--- config.mk ---
export PLATFORM = sky130hd
export DESIGN_NAME = l2_miss_engine
export DESIGN_NICKNAME = d
export VERILOG_FILES = /design/src/rtl/lc3b_types.sv /design/src/rtl/l2_miss_perf_counters.sv /design/src/rtl/l2_miss_engine.sv
export SDC_FILE = /design/constraint.sdc
export NUM_CORES = 1
export LEC_CHECK = 0
export CAP_MARGIN = 20
export CORE_AREA = 2 2 219 221
export DETAILED_ROUTE_END_ITERATION = 10
export DIE_AREA = 0 0 221 223
export GPL_TIMING_DRIVEN = 0
export PLACE_DENSITY = 0.64
export SLEW_MARGIN = 20
export SYNTH_ARGS = -nofsm -noshare
export SYNTH_HDL_FRONTEND = slang
export SYNTH_SLANG_ARGS = --single-unit
--- constraint.sdc ---
create_clock -name clk_i -period 18.9 [get_ports clk_i]
set_clock_uncertainty 0.1 [all_clocks]
set_input_delay 1.89 -clock clk_i [delete_from_list [all_inputs] [get_ports clk_i]]
set_output_delay 1.89 -clock clk_i [all_outputs]
set_load 0.01 [all_outputs]
--- src/rtl/lc3b_types.sv ---
// lc3b_types: shared LC-3b datatypes used by the L2 miss engine.
//   lc3b_word      - 16-bit byte address / data word
//   lc3b_l2_line   - 128-bit L2 cache line
//   lc3b_l2_tag_hi - 12-bit line address (byte address bits [15:4])
package lc3b_types;

  typedef logic [15:0]  lc3b_word;
  typedef logic [127:0] lc3b_l2_line;
  typedef logic [11:0]  lc3b_l2_tag_hi;

endpackage

--- src/rtl/l2_miss_perf_counters.sv ---
// l2_miss_perf_counters: three saturating 16-bit event counters for the
// L2 miss engine. Only instantiated when L2_MISS_PERF_EN is defined.
// Ports:
//   clk_i, rst_i         - clock, asynchronous active-high reset
//   miss_done_i          - one pulse per completed miss (RESP state)
//   evict_done_i         - one pulse per completed victim write
//   busy_i               - engine is outside IDLE this cycle
//   perf_miss_count_o    - completed misses
//   perf_evict_count_o   - completed evictions
//   perf_stall_cycles_o  - cycles spent outside IDLE
module l2_miss_perf_counters (
  input  logic        clk_i,
  input  logic        rst_i,
  input  logic        miss_done_i,
  input  logic        evict_done_i,
  input  logic        busy_i,
  output logic [15:0] perf_miss_count_o,
  output logic [15:0] perf_evict_count_o,
  output logic [15:0] perf_stall_cycles_o
);

  logic [15:0] miss_count_q;
  logic [15:0] evict_count_q;
  logic [15:0] stall_count_q;

  // Counters stick at all-ones instead of wrapping so a long run never
  // reports a misleadingly small number.
  always_ff @(posedge clk_i or posedge rst_i) begin
    if (rst_i) begin
      miss_count_q  <= '0;
      evict_count_q <= '0;
      stall_count_q <= '0;
    end else begin
      if (miss_done_i && (miss_count_q != 16'hFFFF))
        miss_count_q <= miss_count_q + 16'd1;
      if (evict_done_i && (evict_count_q != 16'hFFFF))
        evict_count_q <= evict_count_q + 16'd1;
      if (busy_i && (stall_count_q != 16'hFFFF))
        stall_count_q <= stall_count_q + 16'd1;
    end
  end

  assign perf_miss_count_o   = miss_count_q;
  assign perf_evict_count_o  = evict_count_q;
  assign perf_stall_cycles_o = stall_count_q;

endmodule

--- src/rtl/l2_miss_engine.sv ---
// l2_miss_engine: miss/eviction requester between the L2 controller and the
// victim cache. On a miss it writes the displaced line to the victim cache
// (when the eviction decision says so), waits one bubble cycle, reads the
// missing line and returns it to L2 with a one-cycle miss_resp_o pulse.
// Optional feature macro: L2_MISS_PERF_EN adds the perf_* counter outputs.
// Parameters:
//   EVICT_CLEAN - 1: clean valid lines are evicted too; 0: dirty lines only
// Ports:
//   clk_i, rst_i             - clock, asynchronous active-high reset
//   miss_req_i, miss_addr_i  - level miss request from L2 and its address
//   evict_valid_i/_dirty_i   - status of the displaced L2 line
//   evict_addr_i/_line_i     - address and data of the displaced line
//   miss_resp_o, fill_line_o - fill-complete pulse and fetched line
//   vc_read_o, vc_write_o    - victim cache requests
//   vc_address_o, vc_wdata_o - line-aligned request address, write data
//   vc_rdata_i, vc_resp_i    - victim cache read data and response
//   perf_*_o                 - event counters (L2_MISS_PERF_EN only)
module l2_miss_engine
  import lc3b_types::*;
#(
  parameter bit EVICT_CLEAN = 1'b1
) (
  input  logic        clk_i,
  input  logic        rst_i,
  input  logic        miss_req_i,
  input  lc3b_word    miss_addr_i,
  input  logic        evict_valid_i,
  input  logic        evict_dirty_i,
  input  lc3b_word    evict_addr_i,
  input  lc3b_l2_line evict_line_i,
  output logic        miss_resp_o,
  output lc3b_l2_line fill_line_o,
  output logic        vc_read_o,
  output logic        vc_write_o,
  output lc3b_word    vc_address_o,
  output lc3b_l2_line vc_wdata_o,
  input  lc3b_l2_line vc_rdata_i,
  input  logic        vc_resp_i
`ifdef L2_MISS_PERF_EN
  ,
  output logic [15:0] perf_miss_count_o,
  output logic [15:0] perf_evict_count_o,
  output logic [15:0] perf_stall_cycles_o
`endif
);

  typedef enum logic [2:0] {IDLE, EVICT, GAP, FILL, RESP} state_e;

  state_e        state_q;
  lc3b_l2_tag_hi miss_tag_q;
  lc3b_l2_tag_hi evict_tag_q;
  lc3b_l2_line   evict_line_q;
  lc3b_l2_line   fill_line_q;
  logic          do_evict;

  // Offset bits never reach the victim cache; only line addresses are kept.
  logic unused_offsets;
  assign unused_offsets = ^{miss_addr_i[3:0], evict_addr_i[3:0]};

  assign do_evict = evict_valid_i && (evict_dirty_i || EVICT_CLEAN);

  // GAP exists because the victim cache sits in a done state for the cycle
  // after each response and would re-accept a request still held high.
  always_ff @(posedge clk_i or posedge rst_i) begin
    if (rst_i) begin
      state_q      <= IDLE;
      miss_tag_q   <= '0;
      evict_tag_q  <= '0;
      evict_line_q <= '0;
      fill_line_q  <= '0;
    end else begin
      case (state_q)
        IDLE: begin
          if (miss_req_i) begin
            miss_tag_q   <= miss_addr_i[15:4];
            evict_tag_q  <= evict_addr_i[15:4];
            evict_line_q <= evict_line_i;
            state_q      <= do_evict ? EVICT : FILL;
          end
        end
        EVICT: if (vc_resp_i) state_q <= GAP;
        GAP:   state_q <= FILL;
        FILL: begin
          if (vc_resp_i) begin
            fill_line_q <= vc_rdata_i;
            state_q     <= RESP;
          end
        end
        RESP:    state_q <= IDLE;
        default: state_q <= IDLE;
      endcase
    end
  end

  // Outputs decode the registered state only, so vc_resp_i never reaches
  // the request lines combinationally.
  assign vc_write_o   = (state_q == EVICT);
  assign vc_read_o    = (state_q == FILL);
  assign miss_resp_o  = (state_q == RESP);
  assign vc_address_o = (state_q == EVICT) ? {evict_tag_q, 4'b0000}
                                           : {miss_tag_q, 4'b0000};
  assign vc_wdata_o   = evict_line_q;
  assign fill_line_o  = fill_line_q;

`ifdef L2_MISS_PERF_EN
  l2_miss_perf_counters u_perf (
    .clk_i               (clk_i),
    .rst_i               (rst_i),
    .miss_done_i         (state_q == RESP),
    .evict_done_i        ((state_q == EVICT) && vc_resp_i),
    .busy_i              (state_q != IDLE),
    .perf_miss_count_o   (perf_miss_count_o),
    .perf_evict_count_o  (perf_evict_count_o),
    .perf_stall_cycles_o (perf_stall_cycles_o)
  );
`endif

endmodule
After elaboration in Yosys (flattened, before gate mapping)
Cells that the tools add are included.
- register bits: 283
- input bits: 294
- logic and storage cells: 22
- equality and inequality tests: 7
- multiplexer cells: 6
- reductions and logical operators: 4
- operator list (kind ; number):
    16-bit two-way mux ; 1
    3-bit one-hot mux with 4 select lines ; 1
    3-bit two-way mux ; 3
    3-bit by 2-bit == test with 1-bit output (second input constant) ; 2
    2-bit by 1-bit != test with 1-bit output (second input constant) ; 2
    2-bit AND reduction ; 2
    3-bit by 1-bit == test with 1-bit output (second input constant) ; 1
    3-bit == test (second input constant) ; 1
    3-bit zero test ; 1
    3-bit AND reduction ; 1
    2-bit two-way mux ; 1
    2-bit != test (second input constant) ; 1

Depth between registers and ports, before layout
Gate-level depths: netlist of the first run.
- depth after elaboration: 3
- gate-level depth with buffers: 6

Worst setup path before layout of the first run
No wires, ideal clock.
- kind: register to output
- from: reg state_q[1]
- to: out vc_address_o[10]
- arrival: 1.399 ns
- required time: 16.910 ns
- setup slack: 15.511 ns
- stages on the path, launching flop included: 5
- path through: dfrtp_1 > buf_2 > nor3b_2 > buf_2 > mux2_2
- word-level cells in the longest chain between the ends: 2
- ends and longest elaborated chain (what ; line ; text):
    start: declaration ; l2_miss_engine.sv:49 ; state_e state_q;
    start signal: assignment ; l2_miss_engine.sv:78 ; state_q <= do_evict ? EVICT : FILL;
    3-bit by 1-bit == test with 1-bit output ; -- ;
    via vc_write_o ; l2_miss_engine.sv:34 ; output logic vc_write_o,
    16-bit two-way mux ; l2_miss_engine.sv:100 ; assign vc_address_o = (state_q == EVICT) ? {evict_tag_q, 4'b0000}
    end: declaration ; l2_miss_engine.sv:35 ; output lc3b_word vc_address_o,
The timed path passes the listed nets, and every way through them passes these cells.

Worst setup path after layout of the first run
- from: reg state_q[1]
- to: out vc_address_o[6]
- word-level cells in the longest chain between the ends: 2
- ends and longest elaborated chain (what ; line):
    3-bit by 1-bit == test with 1-bit output ; l2_miss_engine.sv:100
    16-bit two-way mux ; l2_miss_engine.sv:100
Every way passes these cells.

==> metrics.md, run 1 <==
| Metric | Value |
|---|---|
| FP Rows | `80` |
| Worst Slack Setup Final | `14.20 ns` |
| Final instance area | `18,200 µm²` |
| Rel. slew slack | `59.9%` |
| Largest net degree at the start of global routing | `105` |
| Clock buffer depth | `3` |
| Sequential fraction of the synthesis area | `65.9%` |
| ANT cells | `0` |
| R2R Setup Slk | `16.92 ns` |
| Yosys top cell by area | `dfrtp_1` |
| Number of global-route vias before repair | `8,128` |
| CTS buffer count | `34` |
| Worst EP required | `16.91 ns` |
| DP Wirelength | `25,500 µm` |
| GRT Overall Usage | `13.0%` |
| Crit-path max FO | `10` |
| Synth Register Bits | `283` |
| Post-route minimum period | `4.70 ns` |
| Synth area leaders | `dfrtp_1 (66%), mux2_2 (22%), mux2_1 (8.4%)` |
| Reg2Reg Depth | `5` |
| Initial antenna violation count | `0` |
| Slew @ Worst Pin | `0.602 ns` |
| Iteration count of the initial detailed-routing pass | `4` |
| Syn_area_per_cell | `17.2 µm²` |
| Port-buffer cells | `555` |
| Post-Synthesis Cells | `626` |
| Outcome | `finished, final reports clean` |
| IO Count | `569` |
| Post-route ant nets | `0` |
| Finished Core Util | `38.6%` |
| Die ar. | `49,300 µm²` |
| Nets | `1,516` |
| Most used cells in the layout excluding fill and tap cells | `clkdlybuf4s50_1 (555), dfrtp_1 (283), mux2_2 (212), mux2_1 (80), clkbuf_16 (35)` |
| # fillers | `4,532` |
| First-pass GRT wire length | `49,500 µm` |
| Starting Density | `22.8%` |
| Chip height | `223 µm` |
| Final Slew Violations | `0` |
| Gpl congestion | `0.743` |
| Min-delay src | `vc_wdata_o[61]` |
| Final Hold Fails | `0` |
| Clock latency on the worst-skew pair | `0.52 ns` |
| Peak Freq | `213 MHz` |
| Wire per inst | `17.6 µm` |
| Most common cell after layout, fill and taps aside | `clkdlybuf4s50_1` |
| Postcts setup bufs | `0` |
| Post-CTS Resized | `0` |
| Unrepaired setup endpoints after global routing | `false` |
| Worst flop-to-flop path startpoint | `state_q[1]` |
| Core Region | `47,100 µm²` |
| Drt drc | `0` |
| Post-route setup TNS | `0 ns` |
| Arr. time, crit path | `2.71 ns` |
| CTS tree | `done` |
| Final wirelength | `32,600 µm` |
| Clk slew on worst S/H paths | `0.06 ns` |
| TritonCTS Sinks | `283` |
| Netlist Area Pre-Place | `10,800 µm²` |
| Worst hold path endpoint | `vc_wdata_o[61]` |
| VDD IR max | `0.0963 mV` |
| Fin crit share | `24.9%` |
| Vias | `7,503` |
| Number of max-cap violations | `0` |
| Placed cell areas | `17,100 µm²` |
| WHS Path Cells | `1` |
| Area grow syn2layout | `69.3%` |
| CTS Root Cell | `clkbuf_16` |
| Pwr dens | `169 nW/µm²` |
| Pre-CTS setup slack | `14.65 ns` |
| DRT iter0 DRCs | `256` |
| Max H-tree Level | `2` |
| CP Capture Type | `output port` |
| Worst hold path class | `register to register` |
| Worst R2R End | `fill_line_o[99]` |
| Number of distinct library cells after synthesis | `20` |
| Endpoints failing setup | `0` |
| Post-synth top area share | `65.9%` |
| Width of the die | `221 µm` |
| Share of layout cells above drive strength 1 | `24.2%` |
| Yosys warning count | `0` |
| Static leakage | `7.48 nW` |
| Setup crit start kind | `register` |
| Tot Pwr | `3.07 mW` |
| Vias per std cell | `4.04` |
| Setup CP Type | `register to output port` |
| Total global routing overflow | `0` |
| Hold-fix buffers, CTS | `0` |
[sequential cells by signal, indices dropped and copies added (netlist names)]
signal	count
evict_tag_q	12
fill_line_o	128
miss_tag_q	12
state_q	3
vc_wdata_o	128
[worst max-delay path by stage]
stage                     from         endpoint  slack [ns]  cells past startpoint
floorplan                rst_i   evict_tag_q[0]        9.10                      1
global placement         rst_i   vc_wdata_o[45]        5.36                      2
detailed placement  state_q[0]  vc_address_o[6]       14.65                      4
CTS                 state_q[1]  vc_address_o[6]       14.05                      5
global route        state_q[0]  vc_address_o[6]       14.00                      4
finish              state_q[1]  vc_address_o[6]       14.20                      5
[metal layers]
layer | global-route usage [%] | wire length [µm] | share of wire, % | vias up
met3 | 4.21 | 2400 | 7.4 | 45
li1 | - | - | - | 3387
met2 | 22.7 | 16700 | 51 | 296
met1 | 14.8 | 12700 | 39 | 3775
met5 | 0 | 0 | 0 | -
met4 | 4.50 | 768 | 2.4 | 0
[per-stage QoR]
step / hold slack, ns / cells
floorplan: 0.375 / 629
global placement: 0.367 / 1799
detailed placement: 0.374 / 1801
CTS: 0.385 / 1858
global route: 0.392 / 1858
finish: 0.380 / 1858
[worst max-delay path, cell delays in order, from the launching register on]
cell             delay [ns]
dfrtp_1                0.35
buf_2                  0.16
nor3b_2                0.40
buf_2                  0.36
mux2_2                 0.37
clkdlybuf4s50_1        0.53
[final cells by class]
type | instances | area [µm²] | area share (%)
plain buffers | 37 | 278 | 1.53
clock buffers | 53 | 1020 | 5.62
clock inverters | 4 | 26.3 | 0.144
inverters | 2 | 15.0 | 0.0825
multi-input cells | 307 | 3390 | 18.7
flip-flops and latches | 283 | 7080 | 38.9
well taps | 615 | 769 | 4.23
repair buffers | 557 | 5610 | 30.8
[cells by family (layout without fill, tap and decap cells)]
family | Yosys count | after routing | share of synthesized area (%)
compound gates | 2 | 2 | 0.151
xor+xnor | 1 | 1 | 0.0815
buf+inv | 39 | 653 | 2.65
flops | 283 | 283 | 65.9
mux | 292 | 292 | 30.6
other cells | 1 | 4 | 0.0349
simple gates | 8 | 8 | 0.617
[where the power goes]
group | leakage [nW] | switching, mW | internal [mW]
Clock | 0.513 | 0.250 | 0.370
Combinational | 3.61 | 0.511 | 0.864
Sequential | 3.36 | 0.156 | 0.919
[synth_stat cells (all sizes together)]
| master | number |
|---|---|
| inv | 2 |
| and2 | 1 |
| a221oi | 1 |
| nor4b | 1 |
| nand4b | 1 |
| and3b | 1 |
| xnor2 | 1 |
| mux2 | 292 |
| a211oi | 1 |
| buf | 37 |
| nor3b | 1 |
| dfrtp | 283 |
| nor2 | 1 |
| nor3 | 1 |
| nand2b | 1 |
| conb | 1 |
Power figures use the tool's default switching activity.
==> run 2, diff against run 1 <==
--- a/config.mk
+++ b/config.mk
@@ -10,7 +10,7 @@
 export DETAILED_ROUTE_END_ITERATION = 10
 export DIE_AREA = 0 0 221 223
 export GPL_TIMING_DRIVEN = 0
-export PLACE_DENSITY = 0.64
+export PLACE_DENSITY = 0.66
 export SLEW_MARGIN = 20
 export SYNTH_ARGS = -nofsm -noshare
 export SYNTH_HDL_FRONTEND = slang
==> constraint.sdc (replaced) <==
create_clock -name clk_i -period 4.3 [get_ports clk_i]
set_clock_uncertainty 0.1 [all_clocks]
set_input_delay 0.43 -clock clk_i [delete_from_list [all_inputs] [get_ports clk_i]]
set_output_delay 0.43 -clock clk_i [all_outputs]
set_load 0.01 [all_outputs]
==> run 2 against run 1 <==
Net effect: sequential power rose to 4.4 times the previous value; total power rose to 4.5 times the previous value; register-to-register slack worse by 15 ns; worst hold slack worse by 0.15 ns; highest routed layer unchanged; largest power group unchanged; clock-buffer cell count down 3; critical path type unchanged; first-iteration DRC count down 37%; clock power rose to 4.7 times the previous value; sequential share of layout area down 0.44 points; sequential cell count unchanged; critical endpoint is now vc_address_o[14].
==> metrics.md, run 2 (synthesized netlist as in run 1, its figures left out) <==
| Metric | Value |
|---|---|
| Width of the die | `221 µm (unchanged)` |
| Peak Freq | `304 MHz` |
| Nets | `1,523 (was 1,516)` |
| Chip height | `223 µm (unchanged)` |
| Slew @ Worst Pin | `0.602 ns (about the same)` |
| Gpl congestion | `0.774 (was 0.743)` |
| Most common cell after layout, fill and taps aside | `clkdlybuf4s50_1 (unchanged)` |
| Reg2Reg Depth | `5 (unchanged)` |
| Worst flop-to-flop path startpoint | `state_q[1] (unchanged)` |
| Most used cells in the layout excluding fill and tap cells | `clkdlybuf4s50_1 (555), dfrtp_1 (283), mux2_2 (212), mux2_1 (80), clkbuf_16 (37) (was clkdlybuf4s50_1 (555), dfrtp_1 (283), mux2_2 (212), mux2_1 (80), clkbuf_16 (35))` |
| GRT Overall Usage | `13.4% (was 13.0%)` |
| Post-route minimum period | `3.29 ns` |
| Area of the multi-input gates | `3390 µm² (unchanged)` |
| Post-route ant nets | `0 (unchanged)` |
| Setup crit start kind | `register (unchanged)` |
| Outcome | `finished, final reports clean (unchanged)` |
| Wire per inst | `18.0 µm (was 17.6 µm)` |
| Endpoints failing setup | `0 (unchanged)` |
| Area grow syn2layout | `71.2% (was 69.3%)` |
| Placed Cells | `1,808 (was 1,801)` |
| Critical path's largest stage delay | `0.53 ns (about the same)` |
| Starting Density | `22.8% (unchanged)` |
| Internal power | `9.65 mW (was 2.15 mW)` |
| Clock buffer depth | `3 (unchanged)` |
| Crit-path max FO | `10 (unchanged)` |
| DRT iter0 DRCs | `162 (was 256)` |
| Worst path buffer plus inverter count | `2 (was 3)` |
| Postcts setup bufs | `0 (unchanged)` |
| Worst hold path class | `input pin to asynchronous set/reset pin (was register to register)` |
| Drt drc | `0 (unchanged)` |
| Pwr dens | `745 nW/µm² (was 169 nW/µm²)` |
| Rel. slew slack | `59.8% (was 59.9%)` |
| # fillers | `4,529 (was 4,532)` |
| Hold-fix buffers, CTS | `0 (unchanged)` |
| IO Count | `569 (unchanged)` |
| Number of global-route vias before repair | `8,362 (was 8,128)` |
| Vias per std cell | `4.05 (was 4.04)` |
| Final Hold Fails | `0 (unchanged)` |
| Net Sw Frac | `29.7% (was 29.9%)` |
| Share of layout cells above drive strength 1 | `25.0% (was 24.2%)` |
| Power share of the combinational group | `44.2% (was 44.8%)` |
| Post-CTS Resized | `0 (unchanged)` |
| P_sw | `4.07 mW (was 917 µW)` |
| CTS buffer count | `34 (unchanged)` |
| Worst R2R End | `fill_line_o[94] (was fill_line_o[99])` |
| Storage cell area | `7080 µm² (unchanged)` |
| Clock latency on the worst-skew pair | `0.53 ns (was 0.52 ns)` |
| Core Region | `47,100 µm² (unchanged)` |
| Unrepaired setup endpoints after global routing | `false (unchanged)` |
| R2R Setup Slk | `2.34 ns (was 16.92 ns)` |
| Setup CP Type | `register to output port (unchanged)` |
| Sequential power share | `34.5% (was 35.0%)` |
| Arr. time, crit path | `2.76 ns (was 2.71 ns)` |
| FP Rows | `80 (unchanged)` |
| Total global routing overflow | `0 (unchanged)` |
| VDD IR max | `0.407 mV (was 0.0963 mV)` |
| Port-buffer cells | `555 (unchanged)` |
| CTS Root Cell | `clkbuf_16 (unchanged)` |
| ANT cells | `0 (unchanged)` |
| Static leakage | `7.58 nW (was 7.48 nW)` |
| Number of max-cap violations | `0 (unchanged)` |
| Placed cell areas | `17,300 µm² (was 17,100 µm²)` |
| CTS tree | `done (unchanged)` |
| Fin cells | `1,865 (was 1,858)` |
| Slowest CP cell | `clkdlybuf4s50_1 (unchanged)` |
| Max H-tree Level | `2 (unchanged)` |
| Post-route setup TNS | `0 ns (unchanged)` |
| Die ar. | `49,300 µm² (unchanged)` |
| Clk slew on worst S/H paths | `0.06 ns (about the same)` |
| Final instance area | `18,400 µm² (was 18,200 µm²)` |
| CP Capture Type | `output port (unchanged)` |
| Worst-path cell chain | `nor3b_2 > buf_2 > mux2_2 > clkdlybuf4s50_1 (was buf_2 > nor3b_2 > buf_2 > mux2_2 > clkdlybuf4s50_1)` |
| Fin crit share | `76.6%` |
| Worst EP required | `3.77 ns (was 16.91 ns)` |
| First-pass GRT wire length | `51,000 µm (was 49,500 µm)` |
| DP Wirelength | `26,700 µm (was 25,500 µm)` |
| Iteration count of the initial detailed-routing pass | `4 (unchanged)` |
| Final wirelength | `33,500 µm (was 32,600 µm)` |
| Largest net degree at the start of global routing | `36 (was 105)` |
| TritonCTS Sinks | `283 (unchanged)` |
| Final Slew Violations | `0 (unchanged)` |
| Clock Power Share | `21.3% (was 20.2%)` |
| Vias | `7,552 (was 7,503)` |
| Initial antenna violation count | `0 (unchanged)` |
| Family with the most delay on the worst path | `buffers and inverters (unchanged)` |
## run 2: cell types whose count changed in the layout (fill, tap and decap cells not counted)
cell and delta:
buf_12 +9, buf_16 -2, bufinv_16 +2, clkbuf_1 -4
clkbuf_16 +2, clkbuf_8 -1, clkinv_2 +1, clkinv_4 +1
inv_8 -1
## run 2: worst max path at each step
stage	end	cells past startpoint	start	slack, ns
after floorplan	evict_tag_q[0]	1	rst_i	0.02
after global placement	fill_line_o[113]	2	rst_i	-2.22
after detailed placement	vc_address_o[14]	4	state_q[0]	1.43
after CTS	vc_address_o[14]	4	state_q[0]	0.82
after global routing	vc_address_o[14]	4	state_q[0]	0.81
final	vc_address_o[14]	4	state_q[0]	1.01
## run 2: power by group through the flow
stage,Combinational (mW),Clock (mW),Sequential [mW]
CTS,6.19,3.03,4.76
floorplan,1.98,0,5.28
detailed placement,6.16,0,4.79
global route,6.42,3.13,4.92
global placement,6.06,0,4.73
finish,6.06,2.92,4.74
## run 2: cell type report
| type | count | area share (%) |
|---|---|---|
| Clock inverter | 7 | 0.503 |
| Multi-Input combinational cell | 307 | 18.4 |
| Inverter | 2 | 0.0612 |
| Sequential cell | 283 | 38.5 |
| Buffer | 37 | 1.51 |
| Timing Repair Buffer | 564 | 31.2 |
| Clock buffer | 50 | 5.68 |
| Tap cell | 615 | 4.18 |
## run 2: per-layer routing
layer	share of wire [%]	track usage, %
met5	0	0
met4	2.6	4.94
met3	6.5	3.74
met2	52	23.8
met1	38	15.3
## run 2: through the flow
step                hold WS (ns)  total power [mW]  setup WS (ns)  utilization (%)
floorplan                  0.375              7.26         0.0207                -
global placement           0.368              10.8          -2.22             36.3
detailed placement         0.374              11.0           1.43             36.6
CTS                        0.205              14.0          0.824             39.0
global route               0.252              14.5          0.806             39.0
finish                     0.229              13.7           1.01             39.0
==> variant: new RTL, config.mk and constraints of run 2 <==
Set the parameter `EVICT_CLEAN` to 1'b0 (it was 1'b1).
--- a/src/rtl/l2_miss_engine.sv
+++ b/src/rtl/l2_miss_engine.sv
@@ -18,7 +18,7 @@
 module l2_miss_engine
   import lc3b_types::*;
 #(
-  parameter bit EVICT_CLEAN = 1'b1
+  parameter bit EVICT_CLEAN = 1'b0
 ) (
   input  logic        clk_i,
   input  logic        rst_i,
Formal check against the unedited RTL: not equivalent (a bounded check fails within 4 cycles, from zero or initial values and one cycle with rst_i high).
==> variant against run 2 <==
- non-clock buffer count grew 1
- synthesized area about the same
- utilization decreased by 0.15 points
- setup slack worse by 0.0088 ns
- power fell by 1.1%
- largest power group unchanged
- wire length grew 0.89%
- sequential cell count unchanged
- synthesized cell count unchanged
- final area down 0.37%
==> variant: results <==
group,metric,value,unit
clock_tree,cts.root.buffer_cell,"clkbuf_16",
sta,worst_slew_pin_slew,0.5574,ns
pwr,p_comb_frac,0.448,
clock_tree,path_clk_slew,0.06,ns
place,dpl-instance-area,0.01729,mm²
clock_tree,ctsHtreeMaxLevel,2,
global_routing,grt_pass1_wl,50710,µm
yosys,yosysUniqueCellTypes,20,
final_layout,finalNetCount,1524,
place,hpwl,26390,µm
clock_tree,cts_buffer_depth,3,
global_routing,grt_max_degree,35,
place,place_inst,1809,
yosys,synthTopCellsByArea,"dfrtp_1 66%, mux2_2 22%, mux2_1 8.4%",
yosys,avgSynthCellArea,17.18,µm²
global_routing,grt_pass1_vias,8356,
yosys,synthArstFlopShare,1.000,
sta,drv_slew,0,
setup_path,critPathCaptureType,"output pin",
setup_path,worstPathArrival,2.77,ns
pwr,irDropWorstVdd,0.0004687,V
route,drt_first_pass_iters,4,
place,io_buffers,556,
setup_path,critical_path.max_fanout,10,
final_layout,diodes,0,
route,drtIter0Drc,204,
worst_hold_path,worstHoldPathType,"in -> async",
setup_path,crit_slowest_cell,"clkdlybuf4s50_1",
clock_tree,clk_latency,0.53,ns
final_layout,instances_no_fill,1867,
clock_tree,numCtsBuffers,34,
yosys,yosysSeqAreaShare,0.6585,
yosys,yosysWarningCount,0,
pwr,p_leak,7.543,nW
pwr,seq_power,4.76,mW
clock_tree,postCtsSetupRepairBufs,0,
place,gp_congestion,0.7905,
route,routed_via_density,4.029,
global_routing,track_usage,0.1340,
final_layout,drive_above_1_share,0.2436,
pwr,p_sw,4.080,mW
clock_tree,cts_resized,0,
yosys,netlist_top_cells_count,"283 x dfrtp_1, 212 x mux2_2, 80 x mux2_1",
route,routedWlPerCell,18.12,µm
global_routing,antenna_found_initial,0,
outcome,status,"finished, final reports clean",
setup_path,slowest_delay,0.51,ns
sta,setup_violations,0,
[variant: cell families after synthesis]
group           synth area share
compound gates          0.002444
xor+xnor               0.0008146
buf+inv                  0.02653
flops                     0.6585
mux                       0.3058
other cells            0.0003487
simple gates            0.005584
[variant: final timing paths]
kind,from,to,slack (ns),cells past startpoint
worst max-delay path,state_q[0],vc_address_o[6],1.0,4
worst min-delay path,rst_i,fill_line_o[32],0.20,2
worst max register to register,state_q[0],vc_wdata_o[9],2.30,5
worst min register to register,vc_wdata_o[51],vc_wdata_o[51],0.38,1
max in group asynchronous,rst_i,vc_wdata_o[69],2.68,6
min in group clk_i,vc_wdata_o[51],vc_wdata_o[51],0.38,1
[variant: area by class of cell]
cell class                 count  area (µm²)
clock buffer                  56        1037
fill                        4479       28810
clock inverter                 2       10.01
inverter                       2       11.26
timing repair buffer         565        5753
buffer                        37       277.8
sequential                   283        7082
multi-input combinational    307        3398
tap                          615       769.5
[variant: stage by stage]
stage                     hold slack [ns]  utilization  power (mW)  setup slack [ns]
final                              0.2039       0.3890       13.56            0.9993
after detailed placement           0.3742       0.3668       10.96             1.508
after floorplan                    0.3749            -       7.249           0.02073
after global routing               0.2012       0.3890       14.30            0.8595
after global placement             0.3669       0.3628       10.80            -2.103
after CTS                          0.1725       0.3890       13.81            0.9072
[variant: per-layer routing]
layer	part of all wire	global-route usage	vias up
met4	0.026	0.04850	0
met1	0.39	0.1522	3788
li1	-	-	3395
met2	0.51	0.2336	283
met5	0	0	-
met3	0.075	0.04570	57
[variant: critical path: cells and delay by family, from the launching register on]
kind / cells / cell delay (ns)
simple gates: 1 / 0.50
mux: 1 / 0.39
flops: 1 / 0.47
buf+inv: 2 / 0.88
